### src/rtl/cpu_pkg.sv
`default_nettype none
// ============================================================================
// Module      : cpu_pkg
// Description : Shared constants, opcode enum, instruction layout and the
//               built-in ROM image for the 8-bit teaching CPU.
// Revision    : 1.0 - initial release
// ============================================================================
package cpu_pkg;

    localparam int DW          = 8;
    localparam int IW          = 9;
    localparam int PCW         = 8;
    localparam int C_NREGS     = 8;
    localparam int C_ROM_DEPTH = 1 << PCW;
    localparam int C_DM_DEPTH  = 1 << DW;
    localparam int C_ROM_BITS  = C_ROM_DEPTH * IW;

    typedef enum logic [2:0] {
        OP_MOVI = 3'b000,
        OP_LD   = 3'b001,
        OP_ST   = 3'b010,
        OP_AND  = 3'b011,
        OP_ADD  = 3'b100,
        OP_XOR  = 3'b101,
        OP_BNZ  = 3'b110,
        OP_HALT = 3'b111
    } opcode_e;

    typedef struct packed {
        opcode_e    op;
        logic [2:0] rd;
        logic [2:0] rs;
    } instr_t;

    function automatic logic [IW-1:0] enc(input opcode_e op, input logic [2:0] rd,
                                          input logic [2:0] rs);
        return {op, rd, rs};
    endfunction

    function automatic logic [C_ROM_BITS-1:0] halt_image();
        logic [C_ROM_BITS-1:0] img;
        img = '0;
        for (int i = 0; i < C_ROM_DEPTH; i++) begin
            img[i*IW +: IW] = enc(OP_HALT, 3'd0, 3'd0);
        end
        return img;
    endfunction

    // dm[2] = dm[0] & dm[1]
    function automatic logic [C_ROM_BITS-1:0] builtin_prog();
        logic [C_ROM_BITS-1:0] img;
        img = halt_image();
        img[0*IW +: IW] = enc(OP_MOVI, 3'd0, 3'd0);
        img[1*IW +: IW] = enc(OP_MOVI, 3'd1, 3'd1);
        img[2*IW +: IW] = enc(OP_MOVI, 3'd2, 3'd2);
        img[3*IW +: IW] = enc(OP_LD,   3'd3, 3'd0);
        img[4*IW +: IW] = enc(OP_LD,   3'd4, 3'd1);
        img[5*IW +: IW] = enc(OP_AND,  3'd3, 3'd4);
        img[6*IW +: IW] = enc(OP_ST,   3'd3, 3'd2);
        img[7*IW +: IW] = enc(OP_HALT, 3'd0, 3'd0);
        return img;
    endfunction

endpackage
`default_nettype wire

### src/rtl/alu.sv
`default_nettype none
// ============================================================================
// Module      : alu
// Description : Two-operand ALU for AND / ADD / XOR.
// Revision    : 1.0 - initial release
// ============================================================================
module alu
    import cpu_pkg::*;
(
    input  opcode_e       i_op,
    input  logic [DW-1:0] i_a,
    input  logic [DW-1:0] i_b,
    output logic [DW-1:0] o_y
);

    always_comb begin
        o_y = i_b;
        case (i_op)
            OP_AND:  o_y = i_a & i_b;
            OP_ADD:  o_y = i_a + i_b;
            OP_XOR:  o_y = i_a ^ i_b;
            default: o_y = i_b;
        endcase
    end

endmodule
`default_nettype wire

### src/rtl/data_mem.sv
`default_nettype none
// ============================================================================
// Module      : data_mem
// Description : 256 x 8 data memory, async read, sync write, never reset.
// Revision    : 1.0 - initial release
// ============================================================================
module data_mem
    import cpu_pkg::*;
(
    input  logic          clk,
    input  logic          i_we,
    input  logic [DW-1:0] i_addr,
    input  logic [DW-1:0] i_wdata,
    output logic [DW-1:0] o_rdata
);

    logic [DW-1:0] core [0:C_DM_DEPTH-1];

    always_ff @(posedge clk) begin
        if (i_we) begin
            core[i_addr] <= i_wdata;
        end
    end

    assign o_rdata = core[i_addr];

endmodule
`default_nettype wire

### src/rtl/instr_rom.sv
`default_nettype none
// ============================================================================
// Module      : instr_rom
// Description : Combinational 256 x 9 instruction ROM holding a fixed image.
// Revision    : 1.0 - initial release
// ============================================================================
module instr_rom
    import cpu_pkg::*;
#(
    parameter logic [C_ROM_BITS-1:0] PROG = builtin_prog()
) (
    input  logic [PCW-1:0] i_addr,
    output logic [IW-1:0]  o_instr
);

    assign o_instr = PROG[i_addr*IW +: IW];

endmodule
`default_nettype wire

### src/rtl/pc_reg.sv
`default_nettype none
// ============================================================================
// Module      : pc_reg
// Description : Program counter; steps by one or by a signed branch offset.
// Revision    : 1.0 - initial release
// ============================================================================
module pc_reg
    import cpu_pkg::*;
(
    input  logic           clk,
    input  logic           rst,
    input  logic           i_en,
    input  logic           i_branch,
    input  logic [PCW-1:0] i_off,
    output logic [PCW-1:0] o_pc
);

    logic [PCW-1:0] r_pc;

    // Modular add gives the 255->0 wrap and backward branches for free
    always_ff @(posedge clk or posedge rst) begin
        if (rst) begin
            r_pc <= '0;
        end else if (i_en) begin
            r_pc <= r_pc + (i_branch ? i_off : PCW'(1));
        end
    end

    assign o_pc = r_pc;

endmodule
`default_nettype wire

### src/rtl/reg_file.sv
`default_nettype none
// ============================================================================
// Module      : reg_file
// Description : 8 x 8 register file, two async read ports, one write port.
// Revision    : 1.0 - initial release
// ============================================================================
module reg_file
    import cpu_pkg::*;
(
    input  logic          clk,
    input  logic          rst,
    input  logic [2:0]    i_ra_addr,
    input  logic [2:0]    i_rb_addr,
    input  logic          i_we,
    input  logic [2:0]    i_waddr,
    input  logic [DW-1:0] i_wdata,
    output logic [DW-1:0] o_ra_data,
    output logic [DW-1:0] o_rb_data
);

    logic [DW-1:0] core [0:C_NREGS-1];

    always_ff @(posedge clk or posedge rst) begin
        if (rst) begin
            for (int i = 0; i < C_NREGS; i++) begin
                core[i] <= '0;
            end
        end else if (i_we) begin
            core[i_waddr] <= i_wdata;
        end
    end

    assign o_ra_data = core[i_ra_addr];
    assign o_rb_data = core[i_rb_addr];

endmodule
`default_nettype wire

### src/rtl/top_level_cpu.sv
`default_nettype none
// ============================================================================
// Module      : top_level_cpu
// Description : 8-bit single-cycle CPU; runs its ROM from PC=0, flags done on HALT.
// Revision    : 1.0 - initial release
// ============================================================================
module top_level_cpu #(
    parameter int DW  = cpu_pkg::DW,
    parameter int IW  = cpu_pkg::IW,
    parameter int PCW = cpu_pkg::PCW,
    parameter logic [cpu_pkg::C_ROM_BITS-1:0] PROG = cpu_pkg::builtin_prog()
) (
    input  logic clk,
    input  logic reset,
    output logic done
);
    import cpu_pkg::*;

    logic [PCW-1:0] w_pc;
    logic [PCW-1:0] w_off;
    logic [IW-1:0]  w_rom_word;
    instr_t         w_instr;
    logic [DW-1:0]  w_rd_val;
    logic [DW-1:0]  w_rs_val;
    logic [DW-1:0]  w_alu_y;
    logic [DW-1:0]  w_mem_rdata;
    logic [DW-1:0]  w_wb_data;
    logic           w_run;
    logic           w_rf_we;
    logic           w_dm_we;
    logic           w_branch;
    logic           r_done;

    assign w_instr  = instr_t'(w_rom_word);
    // HALT (or a latched done) freezes the PC and blocks every write
    assign w_run    = !r_done && (w_instr.op != OP_HALT);
    assign w_dm_we  = w_run && (w_instr.op == OP_ST);
    assign w_branch = w_run && (w_instr.op == OP_BNZ) && (w_rd_val != '0);
    assign w_off    = {{(PCW-3){w_instr.rs[2]}}, w_instr.rs};

    always_comb begin
        w_rf_we   = 1'b0;
        w_wb_data = w_alu_y;
        case (w_instr.op)
            OP_MOVI: begin
                w_rf_we   = w_run;
                w_wb_data = {{(DW-3){1'b0}}, w_instr.rs};
            end
            OP_LD: begin
                w_rf_we   = w_run;
                w_wb_data = w_mem_rdata;
            end
            OP_AND, OP_ADD, OP_XOR: begin
                w_rf_we   = w_run;
                w_wb_data = w_alu_y;
            end
            default: begin
                w_rf_we   = 1'b0;
                w_wb_data = w_alu_y;
            end
        endcase
    end

    always_ff @(posedge clk or posedge reset) begin
        if (reset) begin
            r_done <= 1'b0;
        end else if (w_instr.op == OP_HALT) begin
            r_done <= 1'b1;
        end
    end

    assign done = r_done;

    pc_reg pc1 (
        .clk      (clk),
        .rst      (reset),
        .i_en     (w_run),
        .i_branch (w_branch),
        .i_off    (w_off),
        .o_pc     (w_pc)
    );

    instr_rom #(
        .PROG (PROG)
    ) rom1 (
        .i_addr  (w_pc),
        .o_instr (w_rom_word)
    );

    reg_file rf1 (
        .clk       (clk),
        .rst       (reset),
        .i_ra_addr (w_instr.rd),
        .i_rb_addr (w_instr.rs),
        .i_we      (w_rf_we),
        .i_waddr   (w_instr.rd),
        .i_wdata   (w_wb_data),
        .o_ra_data (w_rd_val),
        .o_rb_data (w_rs_val)
    );

    alu alu1 (
        .i_op (w_instr.op),
        .i_a  (w_rd_val),
        .i_b  (w_rs_val),
        .o_y  (w_alu_y)
    );

    data_mem dm1 (
        .clk     (clk),
        .i_we    (w_dm_we),
        .i_addr  (w_rs_val),
        .i_wdata (w_rd_val),
        .o_rdata (w_mem_rdata)
    );

endmodule
`default_nettype wire

### config.mk
export PLATFORM = sky130hd
export DESIGN_NAME = top_level_cpu
export DESIGN_NICKNAME = d
export VERILOG_FILES = /design/src/rtl/cpu_pkg.sv /design/src/rtl/alu.sv /design/src/rtl/data_mem.sv /design/src/rtl/instr_rom.sv /design/src/rtl/pc_reg.sv /design/src/rtl/reg_file.sv /design/src/rtl/top_level_cpu.sv
export SDC_FILE = /design/constraint.sdc
export NUM_CORES = 2
export LEC_CHECK = 0
export CORE_MARGIN = 10
export CORE_UTILIZATION = 50
export CTS_CLUSTER_SIZE = 14
export DETAILED_ROUTE_END_ITERATION = 12
export PLACE_DENSITY_LB_ADDON = 0.25
export SYNTH_ARGS = -nofsm -noshare
export SYNTH_HDL_FRONTEND = slang
export SYNTH_SLANG_ARGS = --single-unit
### constraint.sdc
create_clock -name clk -period 13 [get_ports clk]
set_input_delay 1.3 -clock clk [delete_from_list [all_inputs] [get_ports clk]]
set_output_delay 1.3 -clock clk [all_outputs]
set_load 0.03 [all_outputs]
==> summary.txt <==
Run status
  • Outcome: finished, violations left
  • Failing checks: max-capacitance violations, max-slew violations

Placed design
  • Port bufs: 2
  • Final HPWL DP: 160 mm
  • RePlAce Congestion: just over 0.9
  • Post-DP Area: approximately 0.089 mm^2
  • Inst Count DP: approximately 8400

Setup path
  • Stages on worst setup path: 17
  • Worst path slowest cell: nor4_1
  • Type of the worst setup path: reg2reg
  • Reg2Reg Setup Slack: 4910 ps
  • Crit path from: pc1.o_pc[1]
  • Critical path buffers and inverters: 4
  • Crit-path most repeated cell: buf_4
  • Slowest cell delay on critical path: ~1100 ps
  • CP top delay family: simple AND/OR/NAND/NOR gates
  • Startpoint types: flip-flop
  • Crit path max fanout: between 50 and 60
  • Worst setup EP type: flip-flop
  • Critical Path, Cell by Cell: inv_1 -> ha_1 -> mux2_4 -> mux4_2 -> nand2_2 -> buf_4 -> a21boi_4 -> buf_4 -> buf_4 -> nand2_1 -> and3_1 -> a31oi_1 -> a2111oi_0 -> or4_1 -> nor4_1 -> nand3_1 -> a31oi_1
  • Reg-to-Reg Start: pc1.o_pc[1]
  • CP required: 13800 ps
  • WP data arrival: between 8000 and 9000 ps
  • R2R cell count: 17
  • FF-to-FF End: rf1.core[33]
  • Crit path to: rf1.core[33]

Clocking
  • CTS H-tree depth: 4
  • CTS Root Cell: clkbuf_16
  • CTS Buf Count: 210
  • Clock sinks: ~2100
  • # hold bufs at CTS: 0
  • CTS tree: done
  • Clk slew on worst S/H paths: roughly 60 ps
  • Skew-Pair Late Insertion Delay: roughly 880 ps
  • CTS resizes: 0
  • CTS Buffer Depth: 3
  • Setup bufs post-CTS: 0

Synth
  • Synth unique cells: 95
  • Top post-synthesis cells by area: edfxtp_1, nand2_1, mux2i_1
  • Syn avg cell area: roughly 14 um^2
  • Sequential share of the synthesized area: 0.729
  • #FFs+latches synth: 2121
  • Post-synth top area cell: edfxtp_1
  • Post-synth EDFFs: 2048
  • Ys flop type: edfxtp_1
  • Mapped Area: 0.0869 mm^2
  • Post-synth ARST share: 0.0344
  • Yosys top cell area share: 0.708
  • Synthesized Nets: roughly 6400
  • Synth Warn #: 0
  • Cell count after synthesis: about 6400

STA
  • Final min period: roughly 8000 ps
  • Max_slew headroom: -0.0124
  • RSZ-0062 raised after global routing: false
  • Period utilization: 0.622
  • Final Skew: approximately 75 ps
  • Tightest Pin Transition: ~1500 ps
  • Slew Viols, Final: 9
  • Fmax achieved: ~120 MHz
  • Final setup fails: 0
  • Final hold violations: 0
  • Total Negative Setup Slacks: 0 ps

Layout
  • Share of cells above drive strength 1: 0.0778
  • Commonest non-fill, non-tap cells in the layout: edfxtp_1, nand2_1, nand3_1
  • Most common cell after layout, fill and taps aside: edfxtp_1
  • Final nets: 6345
  • Fill cells: 13700
  • Post-layout util: 0.557
  • Final std cells w/o fill: about 8800
  • Area added between synthesis and finish: 10.4%
  • Post-route cell area: approximately 0.096 mm^2

Route
  • Vias: ~56000
  • WL final: 270 mm
  • Initial DRC count: ~8000
  • Post-route ant nets: 0
  • DRC Markers: 0
  • Drt first pass iters: 6
  • Drt via density: between 6 and 7
  • Wire length per cell: 30.6 um

GRT
  • Vias in the first global route: ~53000
  • GRT busiest layer: met2
  • Gr usage total: 0.274
  • Initial antenna violation count: 12
  • Met1 Resource Use GR: 0.379
  • Met2 Use GR: 0.404
  • First-pass GRT wire length: 385 mm
  • Global route total overflow: 0
  • GR Util met3: 0.0705
  • Largest net degree at the start of global routing: 202

Floorplanning
  • Ports: 3
  • Vert. Die Dim: roughly 440 um
  • Initial core utilization: 0.505
  • Core ar.: between 0.15 and 0.2 mm^2
  • Die Width: 437 um
  • Die area: between 0.15 and 0.2 mm^2
  • Row Count: between 150 and 200

Power and ir drop
  • Leak Pwr: 0.0351 uW
  • Pwr per Cell Area: 140 mW/mm^2
  • Total power: about 13000 uW
  • Worst VDD drop: roughly 0.00014 V

Worst hold path
  • HP Class: reg2reg

Flow run
  • Max_cap viols: 1
==> per-layer routing <==
metal	vias up	wire, um
met1	28300	104000
met3	629	32000
met5	-	24
met4	4	14400
li1	23900	-
met2	3542	119000
==> power breakdown <==
group	switching, uW	internal, uW	leakage (uW)	total, uW
registers	0	7380	0.0247	7380
logic	4.54	0.483	0.00707	5.03
clock network	2680	3370	0.00332	6050
==> cell usage after synthesis, types with 28 or more instances <==
cell / instances
o22ai_1: 60
mux2i_1: 369
o211ai_1: 30
a221oi_1: 38
nand4_1: 48
o21ai_0: 62
nor2_1: 380
a311oi_1: 29
nand2_1: 1331
a22oi_1: 121
a211oi_1: 33
buf_1: 29
a32oi_1: 44
and3_1: 58
a31oi_1: 125
nor3_1: 37
edfxtp_1: 2048
a21oi_1: 290
buf_2: 270
mux2_2: 28
clkbuf_1: 113
dfrtp_1: 73
nand3_1: 451
==> layout make-up <==
type / count / area [um^2] / share of cell area
well taps: 2310 / 2890 / 0.0301
clock inverters: 127 / 1350 / 0.0140
multi-input cells: 3824 / 21400 / 0.224
inverters: 30 / 136 / 0.00142
diodes: 8 / 20.0 / 0.000209
repair buffers: 134 / 1240 / 0.0129
flip-flops and latches: 2121 / 63300 / 0.660
clock buffers: 268 / 5520 / 0.0576
==> cell families after synthesis <==
group           synth area share
xor+xnor                0.000504
simple gates               0.118
mux                       0.0467
compound gates            0.0772
flops                      0.729
buf+inv                   0.0257
fa+ha+maj                0.00334
==> how the worst min path moves through the flow <==
stage | startpoint | end | slack (ps) | cells after the start
floorplan | rf1.core[8] | rf1.core[8] | 420 | 1
global placement | rf1.core[8] | rf1.core[8] | 360 | 0
detailed placement | rf1.core[8] | rf1.core[8] | 360 | 0
CTS | rf1.core[8] | rf1.core[8] | 380 | 0
global route | rf1.core[8] | rf1.core[8] | 390 | 0
finish | rf1.core[8] | rf1.core[8] | 390 | 0
==> flip-flops by register name (all words and copies together), names as in the netlist <==
register	count
pc1.o_pc	8
dm1.core	2048
rf1.core	64
done	1
==> stage by stage <==
step	hold WS, ps	setup slack, ps
floorplan	424	1350
finish	386	4910
detailed placement	363	5180
global placement	363	5360
global route	388	4730
CTS	376	5150
Note: power is estimated with default switching activity, not from simulation.
